==> src/rtl/sr_latch_pkg.sv <==
// Shared types for the SR latch driver: FSM states, command encodings, counter width.
// Optional feature macro used by the top: LATCH_READBACK_EN.
package sr_latch_pkg;

    localparam int CNT_W = 4;

    typedef enum logic [1:0] {
        ST_IDLE  = 2'd0,
        ST_PULSE = 2'd1,
        ST_GAP   = 2'd2,
        ST_CHECK = 2'd3
    } state_e;

    localparam logic [1:0] CMD_NOP = 2'b00;
    localparam logic [1:0] CMD_SET = 2'b01;
    localparam logic [1:0] CMD_RST = 2'b10;
    localparam logic [1:0] CMD_TGL = 2'b11;

endpackage

==> src/rtl/sr_latch_driver_sync2.sv <==
// Two-flop synchronizer for one asynchronous input bit; output lags input by 2 clk edges.
// No handshake; the sampled level simply propagates. Both stages clear on rst_n.
module sync2 (
    input  logic clk,
    input  logic rst_n,
    input  logic d,
    output logic q
);

    logic meta_q, meta_d;
    logic sync_q, sync_d;

    always_comb begin
        meta_d = d;
        sync_d = meta_q;
    end

    always_ff @(posedge clk or negedge rst_n) begin
        if (!rst_n) begin
            meta_q <= 1'b0;
            sync_q <= 1'b0;
        end else begin
            meta_q <= meta_d;
            sync_q <= sync_d;
        end
    end

    assign q = sync_q;

endmodule

==> src/rtl/sr_latch_driver.sv <==
// Drives an external SR latch with fixed-width S/R pulses followed by an all-low gap, from strobed commands.
// Optional readback checking of the latch outputs is enabled by defining LATCH_READBACK_EN.
module sr_latch_driver
    import sr_latch_pkg::*;
#(
    parameter int PULSE_CYCLES = 4,
    parameter int GAP_CYCLES   = 2
) (
    input  logic       clk,
    input  logic       rst_n,
    input  logic       ena,
    input  logic [7:0] ui_in,
    input  logic [7:0] uio_in,
    output logic [7:0] uo_out,
    output logic [7:0] uio_out,
    output logic [7:0] uio_oe
);

    localparam logic [CNT_W-1:0] PULSE_LD = CNT_W'(PULSE_CYCLES);
    localparam logic [CNT_W-1:0] GAP_LD   = CNT_W'(GAP_CYCLES);
    localparam logic [CNT_W-1:0] CNT_ONE  = CNT_W'(1);

    logic             strb_s;
    logic             strb_prev_q, strb_prev_d;
    logic [1:0]       warm_q, warm_d;
    logic             strb_edge;
    logic [1:0]       cmd;
    state_e           state_q, state_d;
    logic [CNT_W-1:0] cnt_q, cnt_d;
    logic             dir_q, dir_d;
    logic             q_exp_q, q_exp_d;
    logic             s_q, s_d;
    logic             r_q, r_d;
    logic             busy;
    logic             err;

    sync2 u_sync_strb (.clk(clk), .rst_n(rst_n), .d(ui_in[0]), .q(strb_s));

    assign cmd = ui_in[2:1];

    // Until the synchronizer has refilled after reset, pretend the strobe was high,
    // so a strobe held across reset is never mistaken for a fresh edge.
    always_comb begin
        warm_d      = {warm_q[0], 1'b1};
        strb_prev_d = warm_q[1] ? strb_s : 1'b1;
    end

    assign strb_edge = warm_q[1] && strb_s && !strb_prev_q;

    always_comb begin
        state_d = state_q;
        cnt_d   = cnt_q;
        dir_d   = dir_q;
        q_exp_d = q_exp_q;
        case (state_q)
            ST_IDLE: begin
                if (strb_edge && (cmd != CMD_NOP)) begin
                    state_d = ST_PULSE;
                    cnt_d   = PULSE_LD;
                    dir_d   = (cmd == CMD_SET) || ((cmd == CMD_TGL) && !q_exp_q);
                end
            end
            ST_PULSE: begin
                if (cnt_q == CNT_ONE) begin
                    state_d = ST_GAP;
                    cnt_d   = GAP_LD;
                    q_exp_d = dir_q;
                end else begin
                    cnt_d = cnt_q - CNT_ONE;
                end
            end
            ST_GAP: begin
                if (cnt_q == CNT_ONE) begin
                    state_d = ST_CHECK;
                    cnt_d   = '0;
                end else begin
                    cnt_d = cnt_q - CNT_ONE;
                end
            end
            ST_CHECK: begin
                state_d = ST_IDLE;
            end
            default: begin
                state_d = ST_IDLE;
                cnt_d   = '0;
            end
        endcase
        // A single direction bit selects the driven line, so S and R are exclusive.
        s_d = (state_d == ST_PULSE) &&  dir_d;
        r_d = (state_d == ST_PULSE) && !dir_d;
    end

    always_ff @(posedge clk or negedge rst_n) begin
        if (!rst_n) begin
            warm_q      <= 2'b00;
            strb_prev_q <= 1'b1;
            state_q     <= ST_IDLE;
            cnt_q       <= '0;
            dir_q       <= 1'b0;
            q_exp_q     <= 1'b0;
            s_q         <= 1'b0;
            r_q         <= 1'b0;
        end else begin
            warm_q      <= warm_d;
            strb_prev_q <= strb_prev_d;
            state_q     <= state_d;
            cnt_q       <= cnt_d;
            dir_q       <= dir_d;
            q_exp_q     <= q_exp_d;
            s_q         <= s_d;
            r_q         <= r_d;
        end
    end

    assign busy = (state_q != ST_IDLE);

`ifdef LATCH_READBACK_EN
    logic q_rb_s, qn_rb_s;
    logic err_q, err_d;
    logic unused_in;

    sync2 u_sync_q  (.clk(clk), .rst_n(rst_n), .d(uio_in[0]), .q(q_rb_s));
    sync2 u_sync_qn (.clk(clk), .rst_n(rst_n), .d(uio_in[1]), .q(qn_rb_s));

    // err is re-evaluated only in CHECK, so it holds between checks and clears on a good one.
    always_comb begin
        err_d = err_q;
        if (state_q == ST_CHECK) begin
            err_d = (q_rb_s != q_exp_q) || (qn_rb_s != !q_exp_q);
        end
    end

    always_ff @(posedge clk or negedge rst_n) begin
        if (!rst_n) begin
            err_q <= 1'b0;
        end else begin
            err_q <= err_d;
        end
    end

    assign err       = err_q;
    assign unused_in = ^{ena, ui_in[7:3], uio_in[7:2]};
`else
    logic unused_in;

    assign err       = 1'b0;
    assign unused_in = ^{ena, ui_in[7:3], uio_in};
`endif

    assign uo_out  = {3'b000, q_exp_q, err, busy, r_q, s_q};
    assign uio_out = 8'h00;
    assign uio_oe  = 8'h00;

endmodule

==> config.mk <==
export PLATFORM = sky130hd
export DESIGN_NAME = sr_latch_driver
export DESIGN_NICKNAME = d
export VERILOG_FILES = /design/src/rtl/sr_latch_pkg.sv /design/src/rtl/sr_latch_driver_sync2.sv /design/src/rtl/sr_latch_driver.sv
export SDC_FILE = /design/constraint.sdc
export NUM_CORES = 1
export LEC_CHECK = 0
export ABC_CLOCK_PERIOD_IN_PS = 1900
export BUFFER_PORTS_ARGS = -buffer_cell sky130_fd_sc_hd__clkbuf_2
export CORE_UTILIZATION = 45
export DETAILED_ROUTE_END_ITERATION = 10
export GPL_TIMING_DRIVEN = 0
export PLACE_DENSITY = 0.8
export SYNTH_ARGS = -nofsm -noshare
export SYNTH_HDL_FRONTEND = slang
export SYNTH_HIERARCHICAL = 1
export SYNTH_SLANG_ARGS = --single-unit
==> constraint.sdc <==
create_clock -name clk -period 1.9 [get_ports clk]
set_input_delay 0.285 -clock clk [delete_from_list [all_inputs] [get_ports clk]]
set_output_delay 0.285 -clock clk [all_outputs]
set_load 0.02 [all_outputs]
==> results of run 1 <==
-- per-stage QoR --
| stage | worst slack (ps) | hold WS (ps) | util | power [mW] | cell area, µm² |
|---|---|---|---|---|---|
| 5_1_grt | 109 | 78.0 | 0.570 | 1.30 | 1120 |
| 2_1_floorplan | 346 | -10.6 | - | 0.914 | 1010 |
| 4_1_cts | 159 | 95.2 | 0.570 | 1.22 | 1120 |
| 6_report | 147 | 106 | 0.570 | 1.21 | 1120 |
| 3_3_place_gp | 291 | 209 | 0.550 | 0.999 | 1080 |
| 3_5_place_dp | 174 | 212 | 0.550 | 1.04 | 1080 |
-- how the worst max path moves through the flow --
stage           to  startpoint  cells after the start
6_report       r_q    cnt_q[1]                      6
5_1_grt        r_q    cnt_q[1]                      6
4_1_cts        r_q    cnt_q[1]                      6
3_5_place_dp   r_q    cnt_q[1]                      6
3_3_place_gp   r_q    cnt_q[1]                      6
2_1_floorplan  r_q    cnt_q[1]                      6
-- layer usage --
layer,up-vias,GRT usage,share of wire
met5,-,0,0
met4,0,0.0333,0
met3,0,0.0679,0.067
met2,22,0.252,0.51
met1,298,0.131,0.42
li1,331,-,-
-- flip-flops by register name, indices dropped and copies added, names as in the netlist --
register and flops:
u_sync_strb/meta_q 1, warm_q 2, state_q 2, cnt_q 4, q_exp_q 1, dir_q 1
s_q 1, strb_prev_q 1, r_q 1, u_sync_strb/q 1
-- cells by family after synthesis --
group	after synthesis	synth area share
multiplexers	2	0.0228
other	2	0.00804
AO/OA/AOI/OAI	19	0.142
flip-flops	15	0.403
buffers and inverters	30	0.217
AND/OR/NAND/NOR	16	0.114
adder cells (fa/ha/maj)	7	0.0937
-- Yosys cell counts --
library cell / count
buf_4: 24
inv_1: 6
nor3b_2: 2
o22ai_1: 1
o31ai_1: 1
o22a_1: 1
a21oi_2: 1
a22o_1: 1
dfrtp_1: 14
conb_1: 2
nor2_1: 2
o2bb2ai_1: 2
o32ai_1: 1
and3b_1: 1
or3b_4: 1
nor3_1: 1
mux2_1: 1
o41ai_1: 1
nand2_1: 3
nand2b_1: 2
o21ai_0: 6
nand3b_1: 2
a21oi_1: 1
a211oi_1: 1
dfstp_2: 1
ha_1: 7
nand3_1: 2
o21bai_1: 2
mux2i_1: 1
-- area by class of cell --
| type | instances | area [µm²] | area share |
|---|---|---|---|
| clock inverters | 1 | 5.00 | 0.00448 |
| flip-flops and latches | 15 | 377 | 0.337 |
| inverters | 6 | 22.5 | 0.0202 |
| well taps | 27 | 33.8 | 0.0302 |
| repair buffers | 9 | 50.0 | 0.0448 |
| clock buffers | 3 | 22.5 | 0.0202 |
| multi-input cells | 65 | 427 | 0.382 |
| plain buffers | 24 | 180 | 0.161 |
-- power breakdown --
part           internal, mW  switching [mW]
Sequential            0.393          0.0559
Combinational         0.254           0.329
Clock                0.0782          0.0981
Total                 0.726           0.483
==> flow_metrics.env, run 1 <==
export IMPL_placedCellCount=145
export IMPL_timing_reg2reg_worst_path_depth=6
export IMPL_fmax_mhz=571
export IMPL_tcrit_tclk_final=0.922
export IMPL_status="completed"
export IMPL_remaining_drc_errors=0
export IMPL_cts_made_buffers=3
export IMPL_grt_overflow_total=0
export IMPL_sequential_to_total_area_share_from_yosys_stat=0.403
export IMPL_drt_pass1_iter_count=4
export IMPL_pwr_density_cell_nw_per_um2=1080
export IMPL_worstPathMaxFanout=3
export IMPL_finish_net_count=150
export IMPL_synth_yosys_warnings=6
export IMPL_vias_in_the_first_global_route=525
export IMPL_top_level_ports=43
export IMPL_timing_max_transition_violations_final=0
export IMPL_grt_setup_unrepaired="false"
export IMPL_peakVddDrop_mv=0.699
export IMPL_synthesis_area_um2=935
export IMPL_tns_ps=0
export IMPL_endpoint_kind="flop"
export IMPL_holdBufCountCts=1
export IMPL_reg_to_reg_startpoint="cnt_q[1]"
export IMPL_holdPathStages=1
export IMPL_layout_common_cells="buf_4 (24), conb_1 (21), dfrtp_1 (14)"
export IMPL_grt_antenna_before_repair=0
export IMPL_flow_area_growth_from_synthesis_pct=19.5
export IMPL_cts_htree_levels=1
export IMPL_post_synth_top_area_fraction=0.375
export IMPL_routed_via_count=651
export IMPL_clock_tree_from_tritoncts="done"
export IMPL_detail_route_iter0_violations=11
export IMPL_insertedDiodeCount=0
export IMPL_grt_start_max_net_pins=16
export IMPL_clock_sinks=15
export IMPL_wirelength_mm=1.33
export IMPL_wire_length_of_the_first_global_routing_pass_mm=2.06
export IMPL_n_fill_cell=190
export IMPL_residual_antenna_violating_net_count_after_detailed_routing=0
export IMPL_cp_top_family="simple AND/OR/NAND/NOR gates"
export IMPL_clk_path_buf_depth=2
export IMPL_cp_num_buf_inv=1
export IMPL_worst_min_delay_path_category="input port to flop"
export IMPL_initial_core_util=0.476
export IMPL_synth_area_leader_cell="dfrtp_1"
export IMPL_unique_masters_post_synth=29
export IMPL_cell_breakdown_of_the_critical_path="inv_1 -> ha_1 -> or3b_4 -> a211oi_1 -> a21oi_2 -> nor3b_2"
export IMPL_avg_cell_area_syn_um2=10.3
export IMPL_cts_root_buffer="clkbuf_4"
export IMPL_worst_skew_pair_late_latency_ps=280
export IMPL_die_height_um=47.6
export IMPL_timing_final_crit_period_ps=1750
export IMPL_hold_path_startpoint="ui_in[0]"
export IMPL_postCtsSetupBuffers=0
export IMPL_timing_hold_violations_final=0
export IMPL_fin_worst_skew_ps=1.71
export IMPL_route_detailed_wl_per_inst_um=8.89
export IMPL_die_width_um=47.6
export IMPL_rows=16
export IMPL_finalWeightedCongestion=0.759
export IMPL_drive_above_1_share=0.333
export IMPL_synth_cells=91
export IMPL_viasPerCell=4.34
export IMPL_hpwl_after_detailed_placement_mm=1.10
export IMPL_timing_reg2reg_setup_slack_ps=150
export IMPL_critPathSlowestCell="dfrtp_1"
export IMPL_worst_ep_arrival_time_ps=1910
export IMPL_port_buffer_count=8
export IMPL_setup_worst_path_start_class="flop"
export IMPL_floorplan_die_area_um2=2260
export IMPL_ff_to_ff_end="r_q"
export IMPL_timing_worst_setup_path_type="flop to flop"
export IMPL_gr_usage_all_layers=0.135
export IMPL_post_cts_resized_instances=0
export IMPL_clk_pin_slew_worst_paths_ps=80
export IMPL_yosys_register_bits=15
export IMPL_leakage_nw=0.612
export IMPL_area_of_the_placeable_core_um2=1960
export IMPL_setup_violations=0
export IMPL_worstPathRequired_ps=2060
export IMPL_final_common_cell="buf_4"
export IMPL_yosys_top_cells_area="dfrtp_1 (37%), buf_4 (19%), ha_1 (9.4%), o21ai_0 (3.2%), dfstp_2 (2.8%)"
export IMPL_layout_cells_non_filler=150
export IMPL_critical_path_max_stage_delay_ps=390
export IMPL_timing_hold_worst_endpoint="u_sync_strb/meta_q"
export IMPL_max_cap_violations=0
No activity file was read; power rests on OpenSTA's default activity.
==> run 2, diff against run 1 <==
- CORE_ASPECT_RATIO: not set -> 1.25
- PLACE_DENSITY: 0.8 -> not set
- PLACE_DENSITY_LB_ADDON: not set -> 0.12
==> run 2 against run 1 <==
Net effect:
- the run now ends with DRC left
- worst setup slack better by 52 ps
- critical endpoint unchanged
- clock power up 11%
- global-route usage up 2.1 points
- non-clock buffer count unchanged
- wire length up 9.4%
- power up 1.2%
- core utilization down 0.25 points
- sequential power about the same
- combinational power about the same
- critical path depth unchanged
==> flow_metrics.env, run 2 (same netlist as run 1, synthesis figures left out) <==
export IMPL_most_flop_heavy_register="cnt_q"
export IMPL_remaining_drc_errors=1
export IMPL_status="finished, violations left"
export IMPL_flow_area_growth_from_synthesis_pct=18.9
export IMPL_final_critical_path_setup_slack_ps=199
export IMPL_layout_core_utilization=0.567
export IMPL_timing_reg2reg_setup_slack_ps=200
export IMPL_critPathSlowestCell="or3b_4"
export IMPL_clk_path_buf_depth=2
export IMPL_p_sw_frac=0.405
export IMPL_rows=18
export IMPL_residual_antenna_violating_net_count_after_detailed_routing=0
export IMPL_tcrit_tclk_final=0.895
export IMPL_worst_min_delay_path_category="input port to flop"
export IMPL_globalRouteMet3Util=0.0341
export IMPL_n_fill_cell=167
export IMPL_tns_ps=0
export IMPL_wire_length_of_the_first_global_routing_pass_mm=2.55
export IMPL_drive_above_1_share=0.333
export IMPL_grt_overflow_total=0
export IMPL_setup_violations=0
export IMPL_timing_final_crit_period_ps=1700
export IMPL_pre_cts_ws_ps=228
export IMPL_layout_common_cells="buf_4 (24), conb_1 (21), dfrtp_1 (14)"
export IMPL_total_switching_power_mw=0.496
export IMPL_grt_util_met1=0.164
export IMPL_insertedDiodeCount=0
export IMPL_viasPerCell=4.46
export IMPL_leakage_nw=0.608
export IMPL_clock_sinks=15
export IMPL_cts_made_buffers=3
export IMPL_grt_use_met2=0.278
export IMPL_total_power_mw=1.22
export IMPL_peakVddDrop_mv=0.701
export IMPL_vias_in_the_first_global_route=593
export IMPL_fmax_mhz=588
export IMPL_worstPathRequired_ps=2070
export IMPL_reg_to_reg_startpoint="cnt_q[1]"
export IMPL_power_share_sequential=0.365
export IMPL_floorplan_die_area_um2=2260
export IMPL_crit_path_end="r_q"
export IMPL_grt_antenna_before_repair=0
export IMPL_top_level_ports=43
export IMPL_worst_skew_pair_late_latency_ps=290
export IMPL_postCtsSetupBuffers=0
export IMPL_final_common_cell="buf_4"
export IMPL_ff_to_ff_end="r_q"
export IMPL_post_route_cell_area_um2=1110
export IMPL_cts_root_buffer="clkbuf_4"
export IMPL_layout_top_registers="cnt_q: 4 flops, state_q: 2 flops, warm_q: 2 flops"
export IMPL_critical_path_max_stage_delay_ps=400
export IMPL_grt_busiest_layer="met2"
export IMPL_timing_worst_setup_path_type="flop to flop"
export IMPL_clock_tree_from_tritoncts="done"
export IMPL_largest_register_ff_count=4
export IMPL_failed_checks="DRC"
export IMPL_timing_reg2reg_worst_path_depth=6
export IMPL_worst_ep_arrival_time_ps=1870
export IMPL_cts_htree_levels=1
export IMPL_power_share_combinational=0.475
export IMPL_max_cap_violations=0
export IMPL_area_of_the_placeable_core_um2=1960
export IMPL_finalWeightedCongestion=0.744
export IMPL_finish_net_count=150
export IMPL_initial_core_util=0.477
export IMPL_hpwl_after_detailed_placement_mm=1.15
export IMPL_drt_pass1_iter_count=7
export IMPL_wirelength_mm=1.46
export IMPL_worstPathMaxFanout=3
export IMPL_worstSetupStartpoint="cnt_q[1]"
export IMPL_placedInstanceArea_um2=1070
export IMPL_pwr_density_cell_nw_per_um2=1100
export IMPL_die_height_um=53.0
export IMPL_setup_worst_path_start_class="flop"
export IMPL_cell_breakdown_of_the_critical_path="inv_1 -> ha_1 -> or3b_4 -> a211oi_1 -> a21oi_2 -> nor3b_2"
export IMPL_int_power_mw=0.728
export IMPL_routed_via_count=638
export IMPL_detail_route_iter0_violations=13
export IMPL_endpoint_kind="flop"
export IMPL_route_detailed_wl_per_inst_um=10.2
export IMPL_gr_usage_all_layers=0.155
export IMPL_port_buffer_count=8
export IMPL_timing_max_transition_violations_final=0
export IMPL_power_clock_fraction=0.159
export IMPL_timing_hold_violations_final=0
export IMPL_grt_setup_unrepaired="false"
export IMPL_fin_worst_skew_ps=1.54
export IMPL_clk_pin_slew_worst_paths_ps=90
export IMPL_die_width_um=42.8
export IMPL_grt_start_max_net_pins=16
==> run 2: cell types whose count changed in the layout (fill, tap and decap cells not counted), sizes merged <==
cell,before,now
clkinvlp,0,1
clkinv,1,0
==> run 2: final cells by class <==
type / instances / area, µm² / share of cell area
Buffer: 24 / 180 / 0.162
Clock inverter: 1 / 7.51 / 0.00676
Inverter: 6 / 22.5 / 0.0203
Tap cell: 20 / 25.0 / 0.0225
Clock buffer: 3 / 22.5 / 0.0203
Multi-Input combinational cell: 65 / 427 / 0.384
Timing Repair Buffer: 9 / 50.0 / 0.0450
Sequential cell: 15 / 377 / 0.339
==> run 2: how the worst min path moves through the flow <==
| stage | slack, ps | end | depth (start not counted) | startpoint |
|---|---|---|---|---|
| global placement | 220 | cnt_q[1] | 1 | rst_n |
| floorplan | -10 | cnt_q[0] | 0 | rst_n |
| CTS | 80 | u_sync_strb/meta_q | 1 | ui_in[0] |
| finish | 90 | u_sync_strb/meta_q | 1 | ui_in[0] |
| detailed placement | 220 | cnt_q[3] | 1 | rst_n |
| global route | 80 | u_sync_strb/meta_q | 1 | ui_in[0] |
==> run 2: power groups by stage <==
stage | registers [mW] | logic, mW | clock network [mW]
floorplan | 0.440 | 0.473 | 0
global placement | 0.451 | 0.565 | 0
detailed placement | 0.454 | 0.576 | 0
CTS | 0.449 | 0.579 | 0.203
global route | 0.458 | 0.654 | 0.214
finish | 0.447 | 0.582 | 0.195
==> run 2: timing repair <==
item,CTS,global route
hold buffers,1,0
resized for setup,0,0
hold endpoints to repair,14,0
==> run 2: layer usage <==
metal | up-vias | routed length [µm]
met5 | - | 0
met4 | 0 | 38
met3 | 5 | 62
met2 | 15 | 755
met1 | 285 | 603
li1 | 333 | -
==> run 2: stage by stage <==
step,instances,hold WS (ps)
3_5_place_dp,138,218
4_1_cts,143,80.7
5_1_grt,143,81.9
3_3_place_gp,138,218
6_report,143,87.9
2_1_floorplan,110,-10.6
==> run 2: worst max-delay path, delay by kind of cell (launching register included) <==
kind,cells,cell delay (ps)
buf+inv,1,90
fa+ha+maj,1,150
simple gates,2,560
compound gates,2,390
flops,1,390
==> run 3, diff against run 2 <==
- RECOVER_POWER: not set -> 25
==> run 3 against run 2 <==
Net effect:
- the run still ends with DRC left
- worst hold slack unchanged
- cell count unchanged
- clock power about the same
- worst setup slack unchanged
- clock skew unchanged
- power about the same
- flip-flop and latch count unchanged
- critical path depth unchanged
- sequential power about the same
- maximum frequency unchanged
- non-clock buffer count unchanged
- global-route usage unchanged
==> flow_metrics.env, run 3 (same netlist as run 1, synthesis figures left out) <==
export IMPL_area_of_the_placeable_core_um2=1960
export IMPL_viasPerCell=4.46
export IMPL_layout_top_registers="cnt_q: 4 flops, state_q: 2 flops, warm_q: 2 flops"
export IMPL_routed_via_count=638
export IMPL_initial_core_util=0.477
export IMPL_die_width_um=42.8
export IMPL_worstPathRequired_ps=2070
export IMPL_tns_ps=0
export IMPL_drive_above_1_share=0.325
export IMPL_endpoint_kind="flop"
export IMPL_clock_tree_from_tritoncts="done"
export IMPL_setup_violations=0
export IMPL_clk_pin_slew_worst_paths_ps=90
export IMPL_pwr_density_cell_nw_per_um2=1100
export IMPL_remaining_drc_errors=1
export IMPL_grt_start_max_net_pins=16
export IMPL_die_height_um=53.0
export IMPL_cts_made_buffers=3
export IMPL_met1_wl_um=605
export IMPL_route_detailed_wl_per_inst_um=10.2
export IMPL_wirelength_mm=1.46
export IMPL_met3RoutedLength_um=59
export IMPL_port_buffer_count=8
export IMPL_residual_antenna_violating_net_count_after_detailed_routing=0
export IMPL_multiInputGateArea_um2=427
export IMPL_worstPathMaxFanout=3
export IMPL_cts_htree_levels=1
export IMPL_fin_worst_skew_ps=1.54
export IMPL_timing_hold_violations_final=0
export IMPL_max_slew_worst_pin_slew_ps=820
export IMPL_timing_reg2reg_setup_slack_ps=200
export IMPL_detail_route_iter0_violations=13
export IMPL_drt_pass1_iter_count=7
export IMPL_finish_net_count=150
export IMPL_worst_ep_arrival_time_ps=1870
export IMPL_gr_usage_all_layers=0.155
export IMPL_hpwl_after_detailed_placement_mm=1.15
export IMPL_final_common_cell="buf_4"
export IMPL_slew_limit_headroom=0.454
export IMPL_top_level_ports=43
export IMPL_tcrit_tclk_final=0.895
export IMPL_failed_checks="DRC"
export IMPL_grt_antenna_before_repair=0
export IMPL_max_cap_violations=0
export IMPL_timing_max_transition_violations_final=0
export IMPL_status="finished, violations left"
export IMPL_total_power_mw=1.22
export IMPL_n_fill_cell=166
export IMPL_setup_worst_path_start_class="flop"
export IMPL_floorplan_die_area_um2=2260
export IMPL_postCtsSetupBuffers=0
export IMPL_layout_cells_non_filler=143
export IMPL_flow_area_growth_from_synthesis_pct=18.7
export IMPL_grt_setup_unrepaired="false"
export IMPL_met2RoutedLength_um=755
export IMPL_grt_overflow_total=0
export IMPL_clk_path_buf_depth=2
export IMPL_placedCellCount=138
export IMPL_fmax_mhz=588
export IMPL_most_flop_heavy_register="cnt_q"
export IMPL_timing_final_crit_period_ps=1700
export IMPL_wire_length_of_the_first_global_routing_pass_mm=2.55
export IMPL_worst_min_delay_path_category="input port to flop"
export IMPL_rows=18
export IMPL_peakVddDrop_mv=0.701
export IMPL_vias_in_the_first_global_route=593
export IMPL_timing_worst_setup_path_type="flop to flop"
export IMPL_cts_root_buffer="clkbuf_4"
export IMPL_leakage_nw=0.605
export IMPL_insertedDiodeCount=0
export IMPL_worst_skew_pair_late_latency_ps=290
export IMPL_layout_common_cells="buf_4 (24), conb_1 (21), dfrtp_1 (14)"
export IMPL_largest_register_ff_count=4
export IMPL_clock_sinks=15
export IMPL_sequential_cell_area_um2=377
export IMPL_routed_top_layer="met4"
export IMPL_finalWeightedCongestion=0.744
==> run 3: cell counts in the layout (fill, tap and decap cells not counted) <==
Identical to the previous run, type by type.
==> run 3: final timing paths <==
| path | from | endpoint | depth (start not counted) |
|---|---|---|---|
| worst max-delay path | cnt_q[1] | r_q | 6 |
| worst min-delay path | ui_in[0] | u_sync_strb/meta_q | 1 |
| worst max register to register | cnt_q[1] | r_q | 6 |
| worst min register to register | warm_q[0] | warm_q[1] | 0 |
| max in group asynchronous | rst_n | r_q | 2 |
| min in group asynchronous | rst_n | cnt_q[0] | 2 |
==> run 3: layout make-up <==
type	instances	area share
Clock inverter	1	0.00676
Inverter	6	0.0203
Buffer	24	0.162
Multi-Input combinational cell	65	0.384
Sequential cell	15	0.339
Clock buffer	3	0.0203
Timing Repair Buffer	9	0.0440
Tap cell	20	0.0225
==> run 3: what timing repair did <==
item,4_1_cts,5_1_grt
endpoints found under the hold margin,14,0
hold buffers,1,0
gates resized for setup,0,0
==> run 3: where the power goes <==
group | leakage [nW] | switching, mW | total, mW | internal (mW)
clock | 0.0139 | 0.115 | 0.195 | 0.0803
sequential | 0.191 | 0.0536 | 0.447 | 0.393
combinational | 0.400 | 0.327 | 0.581 | 0.254
==> run 3: worst max-delay path, stage by stage (launching register included) <==
cell,delay [ps]
dfrtp_1,390
inv_1,90
ha_1,150
or3b_4,400
a211oi_1,320
a21oi_2,70
nor3b_2,160
==> run 3: through the flow <==
step                cell area [µm²]  hold slack [ps]  utilization  setup slack [ps]
finish                         1110             87.9        0.566               199
global route                   1110             81.9        0.566              71.7
floorplan                      1010            -10.6            -               346
global placement               1070              218        0.547               238
CTS                            1110             80.7        0.567               189
detailed placement             1070              218        0.547               228
==> run 3: routing by layer <==
metal  up-vias  GRT usage
li1        333          -
met1       285      0.164
met2        15      0.278
met3         5     0.0341
met4         0     0.0938
met5         -          0
